--- src/rtl/store_write_buffer_pkg.sv ---
// Shared types and helpers for the write-through store buffer.
// Entries hold a word address and one data word.
package store_buf_pkg;

    localparam int SB_ADDR_W  = 32;
    localparam int SB_DATA_W  = 32;
    localparam int WORD_OFS   = 2;
    localparam int SB_WADDR_W = SB_ADDR_W - WORD_OFS;

    typedef struct packed {
        logic [SB_WADDR_W-1:0] word_addr;
        logic [SB_DATA_W-1:0]  data;
    } sb_entry_t;

    // Byte address to word address: the low byte-offset bits are dropped.
    function automatic logic [SB_WADDR_W-1:0] word_addr_of(input logic [SB_ADDR_W-1:0] addr);
        return SB_WADDR_W'(addr >> WORD_OFS);
    endfunction

endpackage

--- src/rtl/store_write_buffer_if.sv ---
// Core-side store/load lookup and memory-side drain signals of the store buffer.
// The buffer uses the slave modport; the core/memory environment uses master.
interface store_write_buffer_if
    import store_buf_pkg::*;
#(
    parameter int DEPTH  = 4,
    parameter int ADDR_W = SB_ADDR_W,
    parameter int DATA_W = SB_DATA_W
);
    localparam int CNT_W = $clog2(DEPTH + 1);

    logic              wr_valid;
    logic [ADDR_W-1:0] wr_addr;
    logic [DATA_W-1:0] wr_data;
    logic              wr_ready;
    logic              ld_valid;
    logic [ADDR_W-1:0] ld_addr;
    logic              fwd_hit;
    logic [DATA_W-1:0] fwd_data;
    logic              mem_req;
    logic [ADDR_W-1:0] mem_addr;
    logic [DATA_W-1:0] mem_wdata;
    logic              mem_ack;
    logic              empty;
    logic [CNT_W-1:0]  count;

    modport slave (
        input  wr_valid, wr_addr, wr_data, ld_valid, ld_addr, mem_ack,
        output wr_ready, fwd_hit, fwd_data, mem_req, mem_addr, mem_wdata, empty, count
    );

    modport master (
        output wr_valid, wr_addr, wr_data, ld_valid, ld_addr, mem_ack,
        input  wr_ready, fwd_hit, fwd_data, mem_req, mem_addr, mem_wdata, empty, count
    );

endinterface

--- src/rtl/store_write_buffer_fwd.sv ---
// Load-forwarding matcher: finds the youngest valid entry whose word address
// equals the load word address, scanning from tail-1 back towards head.
module store_buf_fwd
    import store_buf_pkg::*;
#(
    parameter int DEPTH = 4
) (
    input  sb_entry_t                      entries [DEPTH],
    input  logic [$clog2(DEPTH)-1:0]       head,
    input  logic [$clog2(DEPTH + 1)-1:0]   count,
    input  logic                           ld_valid,
    input  logic [SB_ADDR_W-1:0]           ld_addr,
    output logic                           fwd_hit,
    output logic [SB_DATA_W-1:0]           fwd_data
);
    localparam int PTR_W = $clog2(DEPTH);
    localparam int CNT_W = $clog2(DEPTH + 1);

    logic [SB_WADDR_W-1:0] ld_waddr_s;

    assign ld_waddr_s = word_addr_of(ld_addr);

    // Offset k from head is valid when k < count; the first hit from the top is the youngest.
    always_comb begin
        fwd_hit  = 1'b0;
        fwd_data = {SB_DATA_W{1'b0}};
        for (int k = DEPTH - 1; k >= 0; k--) begin
            if (ld_valid && !fwd_hit && (CNT_W'(k) < count) &&
                (entries[head + PTR_W'(k)].word_addr == ld_waddr_s)) begin
                fwd_hit  = 1'b1;
                fwd_data = entries[head + PTR_W'(k)].data;
            end else begin
                fwd_hit  = fwd_hit;
                fwd_data = fwd_data;
            end
        end
    end

endmodule

--- src/rtl/store_write_buffer.sv ---
// Write-through store buffer: single-cycle store acceptance into a circular FIFO,
// in-order drain to memory over req/ack, youngest-first load forwarding.
module store_write_buffer
    import store_buf_pkg::*;
#(
    parameter int DEPTH  = 4,
    parameter int ADDR_W = SB_ADDR_W,
    parameter int DATA_W = SB_DATA_W
) (
    input  logic                 clk,
    input  logic                 reset,
    store_write_buffer_if.slave  bus
);
    localparam int PTR_W = $clog2(DEPTH);
    localparam int CNT_W = $clog2(DEPTH + 1);

    sb_entry_t             entries_r [DEPTH];
    logic [PTR_W-1:0]      head_r;
    logic [PTR_W-1:0]      tail_r;
    logic [PTR_W-1:0]      youngest_s;
    logic [CNT_W-1:0]      count_r;
    logic [SB_WADDR_W-1:0] push_waddr_s;
    logic                  empty_s;
    logic                  ready_s;
    logic                  push_s;
    logic                  pop_s;
    logic                  coalesce_s;
    logic                  alloc_s;
    logic [ADDR_W-1:0]     mem_addr_s;
    logic [DATA_W-1:0]     mem_wdata_s;

    // Handshake decode. Coalescing needs count >= 2 so the head under handshake is never rewritten.
    always_comb begin
        empty_s      = (count_r == {CNT_W{1'b0}});
        ready_s      = (count_r < CNT_W'(DEPTH));
        youngest_s   = tail_r - PTR_W'(1);
        push_waddr_s = word_addr_of(bus.wr_addr);
        push_s       = bus.wr_valid && ready_s;
        pop_s        = !empty_s && bus.mem_ack;
        coalesce_s   = push_s && (count_r >= CNT_W'(2)) &&
                       (entries_r[youngest_s].word_addr == push_waddr_s);
        alloc_s      = push_s && !coalesce_s;
    end

    // Pointer and occupancy state.
    always_ff @(posedge clk) begin
        if (reset) begin
            head_r  <= {PTR_W{1'b0}};
            tail_r  <= {PTR_W{1'b0}};
            count_r <= {CNT_W{1'b0}};
        end else begin
            if (alloc_s) begin
                tail_r <= tail_r + PTR_W'(1);
            end
            if (pop_s) begin
                head_r <= head_r + PTR_W'(1);
            end
            case ({alloc_s, pop_s})
                2'b10:   count_r <= count_r + CNT_W'(1);
                2'b01:   count_r <= count_r - CNT_W'(1);
                default: count_r <= count_r;
            endcase
        end
    end

    // Entry storage; validity comes from head/count, so it is never cleared.
    always_ff @(posedge clk) begin
        if (alloc_s) begin
            entries_r[tail_r] <= '{word_addr: push_waddr_s, data: bus.wr_data};
        end else if (coalesce_s) begin
            entries_r[youngest_s].data <= bus.wr_data;
        end
    end

    // Head entry presented to memory, gated to zero while empty.
    always_comb begin
        if (empty_s) begin
            mem_addr_s  = {ADDR_W{1'b0}};
            mem_wdata_s = {DATA_W{1'b0}};
        end else begin
            mem_addr_s  = {entries_r[head_r].word_addr, {WORD_OFS{1'b0}}};
            mem_wdata_s = entries_r[head_r].data;
        end
    end

    assign bus.wr_ready  = ready_s;
    assign bus.empty     = empty_s;
    assign bus.count     = count_r;
    assign bus.mem_req   = !empty_s;
    assign bus.mem_addr  = mem_addr_s;
    assign bus.mem_wdata = mem_wdata_s;

    store_buf_fwd #(
        .DEPTH (DEPTH)
    ) u_fwd (
        .entries  (entries_r),
        .head     (head_r),
        .count    (count_r),
        .ld_valid (bus.ld_valid),
        .ld_addr  (bus.ld_addr),
        .fwd_hit  (bus.fwd_hit),
        .fwd_data (bus.fwd_data)
    );

endmodule

--- src/flat_wrapper.sv ---
// flat-port wrapper written by rule: the top's interface ports become plain ports
module store_write_buffer_flat import store_buf_pkg::*;
#(
    parameter int DEPTH  = 4,
    parameter int ADDR_W = SB_ADDR_W,
    parameter int DATA_W = SB_DATA_W
)
  (clk, reset, bus_wr_valid, bus_wr_addr, bus_wr_data, bus_ld_valid, bus_ld_addr, bus_mem_ack, bus_wr_ready, bus_fwd_hit, bus_fwd_data, bus_mem_req, bus_mem_addr, bus_mem_wdata, bus_empty, bus_count);
  store_write_buffer_if #(.DEPTH(DEPTH), .ADDR_W(ADDR_W), .DATA_W(DATA_W)) bus_i ();
  input  logic clk;
  input  logic reset;
  input wire logic [$bits(bus_i.wr_valid)-1:0] bus_wr_valid;
  input wire logic [$bits(bus_i.wr_addr)-1:0] bus_wr_addr;
  input wire logic [$bits(bus_i.wr_data)-1:0] bus_wr_data;
  input wire logic [$bits(bus_i.ld_valid)-1:0] bus_ld_valid;
  input wire logic [$bits(bus_i.ld_addr)-1:0] bus_ld_addr;
  input wire logic [$bits(bus_i.mem_ack)-1:0] bus_mem_ack;
  output wire logic [$bits(bus_i.wr_ready)-1:0] bus_wr_ready;
  output wire logic [$bits(bus_i.fwd_hit)-1:0] bus_fwd_hit;
  output wire logic [$bits(bus_i.fwd_data)-1:0] bus_fwd_data;
  output wire logic [$bits(bus_i.mem_req)-1:0] bus_mem_req;
  output wire logic [$bits(bus_i.mem_addr)-1:0] bus_mem_addr;
  output wire logic [$bits(bus_i.mem_wdata)-1:0] bus_mem_wdata;
  output wire logic [$bits(bus_i.empty)-1:0] bus_empty;
  output wire logic [$bits(bus_i.count)-1:0] bus_count;
  assign bus_i.wr_valid = bus_wr_valid;
  assign bus_i.wr_addr = bus_wr_addr;
  assign bus_i.wr_data = bus_wr_data;
  assign bus_i.ld_valid = bus_ld_valid;
  assign bus_i.ld_addr = bus_ld_addr;
  assign bus_i.mem_ack = bus_mem_ack;
  assign bus_wr_ready = bus_i.wr_ready;
  assign bus_fwd_hit = bus_i.fwd_hit;
  assign bus_fwd_data = bus_i.fwd_data;
  assign bus_mem_req = bus_i.mem_req;
  assign bus_mem_addr = bus_i.mem_addr;
  assign bus_mem_wdata = bus_i.mem_wdata;
  assign bus_empty = bus_i.empty;
  assign bus_count = bus_i.count;
  store_write_buffer #(.DEPTH(DEPTH), .ADDR_W(ADDR_W), .DATA_W(DATA_W)) u_core (.clk(clk), .reset(reset), .bus(bus_i));
endmodule
--- config.mk ---
export PLATFORM = sky130hd
export DESIGN_NAME = store_write_buffer_flat
export DESIGN_NICKNAME = d
export VERILOG_FILES = /design/src/rtl/store_write_buffer_pkg.sv /design/src/rtl/store_write_buffer_if.sv /design/src/rtl/store_write_buffer_fwd.sv /design/src/rtl/store_write_buffer.sv /design/src/flat_wrapper.sv
export SDC_FILE = /design/constraint.sdc
export NUM_CORES = 1
export LEC_CHECK = 0
export ABC_CLOCK_PERIOD_IN_PS = 10800
export BUFFER_PORTS_ARGS = -buffer_cell sky130_fd_sc_hd__buf_2
export CAP_MARGIN = 20
export CORE_ASPECT_RATIO = 0.9
export CORE_MARGIN = 4
export CORE_UTILIZATION = 25
export CTS_CLUSTER_SIZE = 25
export DETAILED_ROUTE_END_ITERATION = 16
export GPL_TIMING_DRIVEN = 0
export SLEW_MARGIN = 0
export SYNTH_ARGS = -nofsm -noshare
export SYNTH_HDL_FRONTEND = slang
export SYNTH_SLANG_ARGS = --single-unit
--- constraint.sdc ---
create_clock -name clk -period 10.8 [get_ports clk]
set_clock_uncertainty 0.2 [all_clocks]
set_input_delay 2.16 -clock clk [delete_from_list [all_inputs] [get_ports clk]]
set_output_delay 2.16 -clock clk [all_outputs]
set_load 0.1 [all_outputs]
======== Word level (Yosys, flattened, before mapping) ========
Cells that the tools add are included.
word-level totals
  word-level logic and storage cells ...... 105
  register bits ........................... 255
  bits of input ports ..................... 101
  output and inout port bits .............. 103
operators by class
  magnitude comparators ................... 14
  $add $sub $neg .......................... 7
  muxes and demuxes ....................... 34
  reduce and logical (&&, ||, !) cells .... 26
  bitwise operators ....................... 6
  equality and inequality tests ........... 7
operators by type and width
  kind                                                                                  number
  62-bit 2-to-1 mux                                                                     11
  62-bit binary-select mux with 2-bit select                                            5
  248-bit bitwise mux                                                                   2
  248-bit 2-to-1 mux                                                                    2
  62-bit demux with 2-bit select                                                        2
  32-bit 2-to-1 mux                                                                     7
  30-bit == test                                                                        5
  3-bit greater-or-equal comparator (second input constant)                             6
  1-bit logical AND                                                                     18
  2-bit NOT with 3-bit output                                                           6
  1-bit by 3-bit less-than comparator with 1-bit output (first input constant)          2
  2-bit by 3-bit less-than comparator with 1-bit output (first input constant)          2
  3-bit by 1-bit less-than comparator with 1-bit output (second input constant)         2
  3-bit case mux with 2 select lines                                                    1
  1-bit zero test                                                                       5
  2-bit by 1-bit adder with 2-bit output (second input constant)                        2
  2-bit adder (second input constant)                                                   2
  1-bit 2-to-1 mux                                                                      4
  2-bit nonzero test                                                                    2
  3-bit by 1-bit adder with 3-bit output (second input constant)                        1
  3-bit by 2-bit greater-or-equal comparator with 1-bit output (second input constant)  1
  3-bit zero test                                                                       1
  3-bit less-than comparator (second input constant)                                    1
  3-bit by 1-bit subtractor with 3-bit output (second input constant)                   1
  3 further kinds                                                                       3

======== Depth between registers and ports, before layout ========
  word-level depth ........................ 23
  mapped depth ............................ 16

======== By module ========
Synthesis repeated with hierarchy kept, for this count alone.
unflattened totals
  cell total of the unflattened synthesis .. 1,832
  area total of the unflattened synthesis .. 21,715.8 um^2
modules (own cells, without submodules)
  module              area an instance (um^2)  instances  cells an instance
  store_write_buffer  13,158.9                 1          897
  store_buf_fwd       8,557.0                  1          935

======== Worst setup path after synthesis ========
Ideal clock, no wire load.
  path type ............................... input to output
  from .................................... in bus_ld_addr[23]
  to ...................................... out bus_fwd_data[31]
  slack ................................... 2.499 ns
  buffers on the path ..................... 2
  arrival ................................. 5.941 ns
  stages .................................. 11
  cell sequence ........................... clkbuf_1 inv_1 xnor2_1 nand4_1 or4b_1 a2111oi_2 nand2_1 clkbuf_1 nor4_1 o21ai_0 a32oi_1
on the way
  cells in the longest elaborated chain, start to end .. 18
  elaborated cells on any way between the ends .. 24
  classes of those cells .................. eq/ne: 4; mux: 7; reduce/logical: 13
ends and longest elaborated chain
  what                            RTL line                      text
  start: declaration              flat_wrapper.sv:16            input wire logic [$bits(bus_i.ld_addr)-1:0] bus_ld_addr;
  30-bit == test                  store_write_buffer_fwd.sv:29  (entries[head + PTR_W'(k)].word_addr == ld_waddr_s)) begin
  1-bit logical AND               store_write_buffer_fwd.sv:28  if (ld_valid && !fwd_hit && (CNT_W'(k) < count) &&
  1-bit 2-to-1 mux                store_write_buffer_fwd.sv:28
  1-bit zero test                 store_write_buffer_fwd.sv:28
  1-bit logical AND (3 in a row)  store_write_buffer_fwd.sv:28
  1-bit 2-to-1 mux                store_write_buffer_fwd.sv:28
  1-bit zero test                 store_write_buffer_fwd.sv:28
  1-bit logical AND (3 in a row)  store_write_buffer_fwd.sv:28
  1-bit 2-to-1 mux                store_write_buffer_fwd.sv:28
  1-bit zero test                 store_write_buffer_fwd.sv:28
  1-bit logical AND (3 in a row)  store_write_buffer_fwd.sv:28
  32-bit 2-to-1 mux *             store_write_buffer_fwd.sv:28
  end: declaration                flat_wrapper.sv:20            output wire logic [$bits(bus_i.fwd_data)-1:0] bus_fwd_data;
Every way passes the cells marked *; elsewhere a longest branch is shown, timed or not.

======== Worst setup path in the final report ========
  from .................................... in bus_ld_addr[15]
  to ...................................... out bus_fwd_data[27]
Same word-level chain as after synthesis.

==> metrics.md <==
| Metric | Value |
|---|---|
| Reg-to-reg critical path startpoint | u_core.tail_r[0]$_SDFFE_PP0P_ |
| DR vias/cell | about 5.5 |
| Ports | 204 |
| Max Cap Viol | 0 |
| Drt total wl | slightly below 90000 microns |
| Ys Warns | 0 |
| I/O Buffers | 177 |
| DR WL/cell | roughly 28 microns |
| Area share of fa/ha/maj cells after synthesis | 0.005818 |
| Mean post-synth cell area | between 10 and 15 sq um |
| Die width | about 300 microns |
| Slew Viols, Final | 0 |
| Synth area leaders | edfxtp_1 (38%), mux2i_1 (9.7%), mux4_2 (7.4%) |
| Xor/xnor share of the synthesized area | 0.05701 |
| Clk root buf | clkbuf_16 |
| Vias in the first global route | approximately 17000 |
| Seq cells post-synth | approximately 260 |
| Commonest non-fill, non-tap cell in the layout | edfxtp_1 |
| Status | finished, final reports clean |
| Leading area contributor after synthesis | edfxtp_1 |
| Ratio of cells with drive above 1 in the final layout | 0.2113 |
| H-tree depth | 1 |
| Post-DP HPWL | between 60000 and 70000 microns |
| HP Class | reg2reg |
| Clk slew on worst S/H paths | 0.06 ns |
| Hold path cells | 2 |
| Worst r2r path cells | 17 |
| Synth Instances | around 1800 |
| Top FF cell, synth | edfxtp_1 |
| Total global-route track usage | 0.2049 |
| Final setup fails | 0 |
| Drt drc | 0 |
| Setup TNS | 0 ns |
| Core box area | approximately 77000 sq um |
| Setup CP Type | in2out |
| Worst path depth | 13 |
| Max stage delay on crit path | about 0.73 ns |
| Complex-gate fraction of the synthesized area | 0.1092 |
| Post-route cell area | 22820 sq um |
| Filler cells | around 7900 |
| EDFF count, synth | around 250 |
| Post-synthesis mux area share | 0.2131 |
| Post-synthesis sequential area ratio | 0.3920 |
| Initial core utilization | 0.2530 |
| Placed inst area | 21790 sq um |
| Die H | between 200 and 300 microns |
| Gates resized, CTS repair | 0 |
| CP max FO | 10 |
| Tcrit/Tclk final | 0.8129 |
| Simple-gate share of the synthesized area | 0.1702 |
| Area Growth Syn to Fin | 17.88% |
| Initial DRC count | around 2100 |
| Dpl cells | a little over 3000 |
| Lkg Pwr | around 8 nW |
| Vias | roughly 17000 |
| Skew-Pair Late Insertion Delay | around 0.59 ns |
| Fin crit period | approximately 9 ns |
| CP Capture Type | output pin |
| CTS tree | yes |
| Clock sinks | 255 |
| Share of the synthesized area in the top cell type | 0.3847 |
| Total power draw | 0.006210 W |
| Most used cell, CP | clkbuf_1 |
| CP startpoint | bus_ld_addr[15] |
| Pin slew with the least headroom to its limit | between 1 and 1.5 ns |
| Crit path DAT | 6.42 ns |
| Peak supply drop | 0.2448 mV |
| Largest family of logic cells by synthesized area | multiplexers |
| Critical path, cell by cell | clkbuf_1, inv_1, o2bb2ai_1, a32oi_1, o2111ai_1, nor4_1, nand3b_1, clkbuf_1, clkbuf_1, nor2_1, o21ai_0, a32oi_1, buf_2 |
| Nets | between 2000 and 2500 |
| Drt pass-1 iters | 6 |
| First-pass GRT wire length | around 120000 microns |
| Cell Pwr Density | 272.1 nW/um^2 |
| Largest net degree at the start of global routing | 24 |
| FF/Latch Area | 7587 sq um |
| Top cell family by delay on the critical path | buffers and inverters |
| Post-CTS Repair Setup Buffers | 0 |
| End of the critical path | bus_fwd_data[27] |
| Reg2reg setup slack | about 2.9 ns |
| Post-synthesis cell area | 19360 sq um |
| CTS max path bufs | 3 |
| Hold_buf cts | 0 |
| RSZ-0062 raised after global routing | no |
| # rows | 96 |
| Normalized max-slew margin | 0.2207 |
| CP startpoint kind | input pin |
| R2r endpoint | u_core.entries_r[212]$_DFFE_PP_ |
| Die area | 81950 sq um |
| CP Buf/Inv Count | 5 |
| Multi-input logic area | around 11000 sq um |
| Required time of the critical path | around 8.4 ns |
| CTS Buf Count | 28 |
| Fraction of registers with async set/reset | 0 |
| Fmax | approximately 110 MHz |
| Slowest CP cell | nor4_1 |
| Post-synthesis cell type count | 70 |
| Final hold vios | 0 |
| GP Congestion | between 1 and 1.5 |
| Initial antenna violation count | 19 |
| Final Non-Filler Cells | roughly 3100 |
| Commonest non-fill, non-tap cells in the layout | edfxtp_1 (248), buf_2 (193), mux2i_1 (188), nor2_1 (147), nor2b_1 (135) |
| Post-route ant nets | 0 |
| Global route overflow | 0 |
## layout make-up
cell class,count,share of cell area
clock buffers,31,0.03164
multi-input cells,1376,0.4730
well taps,1029,0.05643
plain buffers,181,0.04173
inverters,17,0.002797
clock inverters,21,0.01239
flip-flops and latches,255,0.3325
repair buffers,187,0.04864
diodes,8,0.0008774
## power by group
group / internal (W) / switching, W / leakage, nW
Clock: 0.000628 / 0.000434 / 0.496
Sequential: 0.00125 / 0.0000945 / 2.28
Combinational: 0.000953 / 0.00285 / 5.08
## how the worst min path moves through the flow
stage	from	endpoint	slack (ns)
after floorplan	u_core.tail_r[1]$_SDFFE_PP0P_	u_core.tail_r[1]$_SDFFE_PP0P_	0.31
after global placement	u_core.tail_r[1]$_SDFFE_PP0P_	u_core.tail_r[1]$_SDFFE_PP0P_	0.35
after detailed placement	u_core.tail_r[1]$_SDFFE_PP0P_	u_core.tail_r[1]$_SDFFE_PP0P_	0.36
after CTS	u_core.tail_r[1]$_SDFFE_PP0P_	u_core.tail_r[1]$_SDFFE_PP0P_	0.37
after global routing	u_core.tail_r[1]$_SDFFE_PP0P_	u_core.tail_r[1]$_SDFFE_PP0P_	0.43
final	u_core.tail_r[1]$_SDFFE_PP0P_	u_core.tail_r[1]$_SDFFE_PP0P_	0.36
## registers in the layout, summed over array words and instances (netlist names)
name,flops
u_core.tail_r,2
u_core.bus.count,3
u_core.entries_r,248
u_core.head_r,2
## routing by layer
| metal | wire length, microns | GRT usage | vias up |
|---|---|---|---|
| li1 | - | - | 7397 |
| met1 | 35700 | 0.2750 | 8513 |
| met2 | 37380 | 0.3055 | 963 |
| met3 | 9469 | 0.05754 | 210 |
| met4 | 4370 | 0.09389 | 18 |
| met5 | 106 | 0 | - |
## worst min-delay path, stage by stage (launching register included)
cell and delay [ns]:
dfxtp_1 0.33, mux2i_1 0.14, nor2_1 0.05
## through the flow
step	util	hold slack (ns)	setup WS (ns)
floorplan	-	0.3137	2.499
global placement	0.2814	0.3494	-0.04936
detailed placement	0.2848	0.3591	2.050
CTS	0.2979	0.3698	2.054
global route	0.2980	0.4284	1.875
finish	0.2982	0.3648	2.020
## Yosys cell counts (17+ instances only)
master	n
edfxtp_1	248
nor2_1	151
mux2i_1	188
nor4_1	45
nor2b_1	135
nand2_1	95
buf_1	17
mux4_2	64
clkbuf_1	109
xor2_1	29
a31oi_1	26
a21oi_1	17
xnor2_1	97
nand4_1	20
buf_6	23
mux2_2	62
a32oi_1	27
and3_1	131
o31a_1	24
a221oi_1	19
o21ai_0	81
o2111ai_1	31
## cells by family after synthesis
family	after synthesis
muxes	321
xor gates and xnor gates	126
other	1
buffers and inverters	198
DFF	255
and+or+nand+nor	620
adders and majority gates	9
AOI/OAI and AO/OA	298
Note: power is estimated with default switching activity, not from simulation.
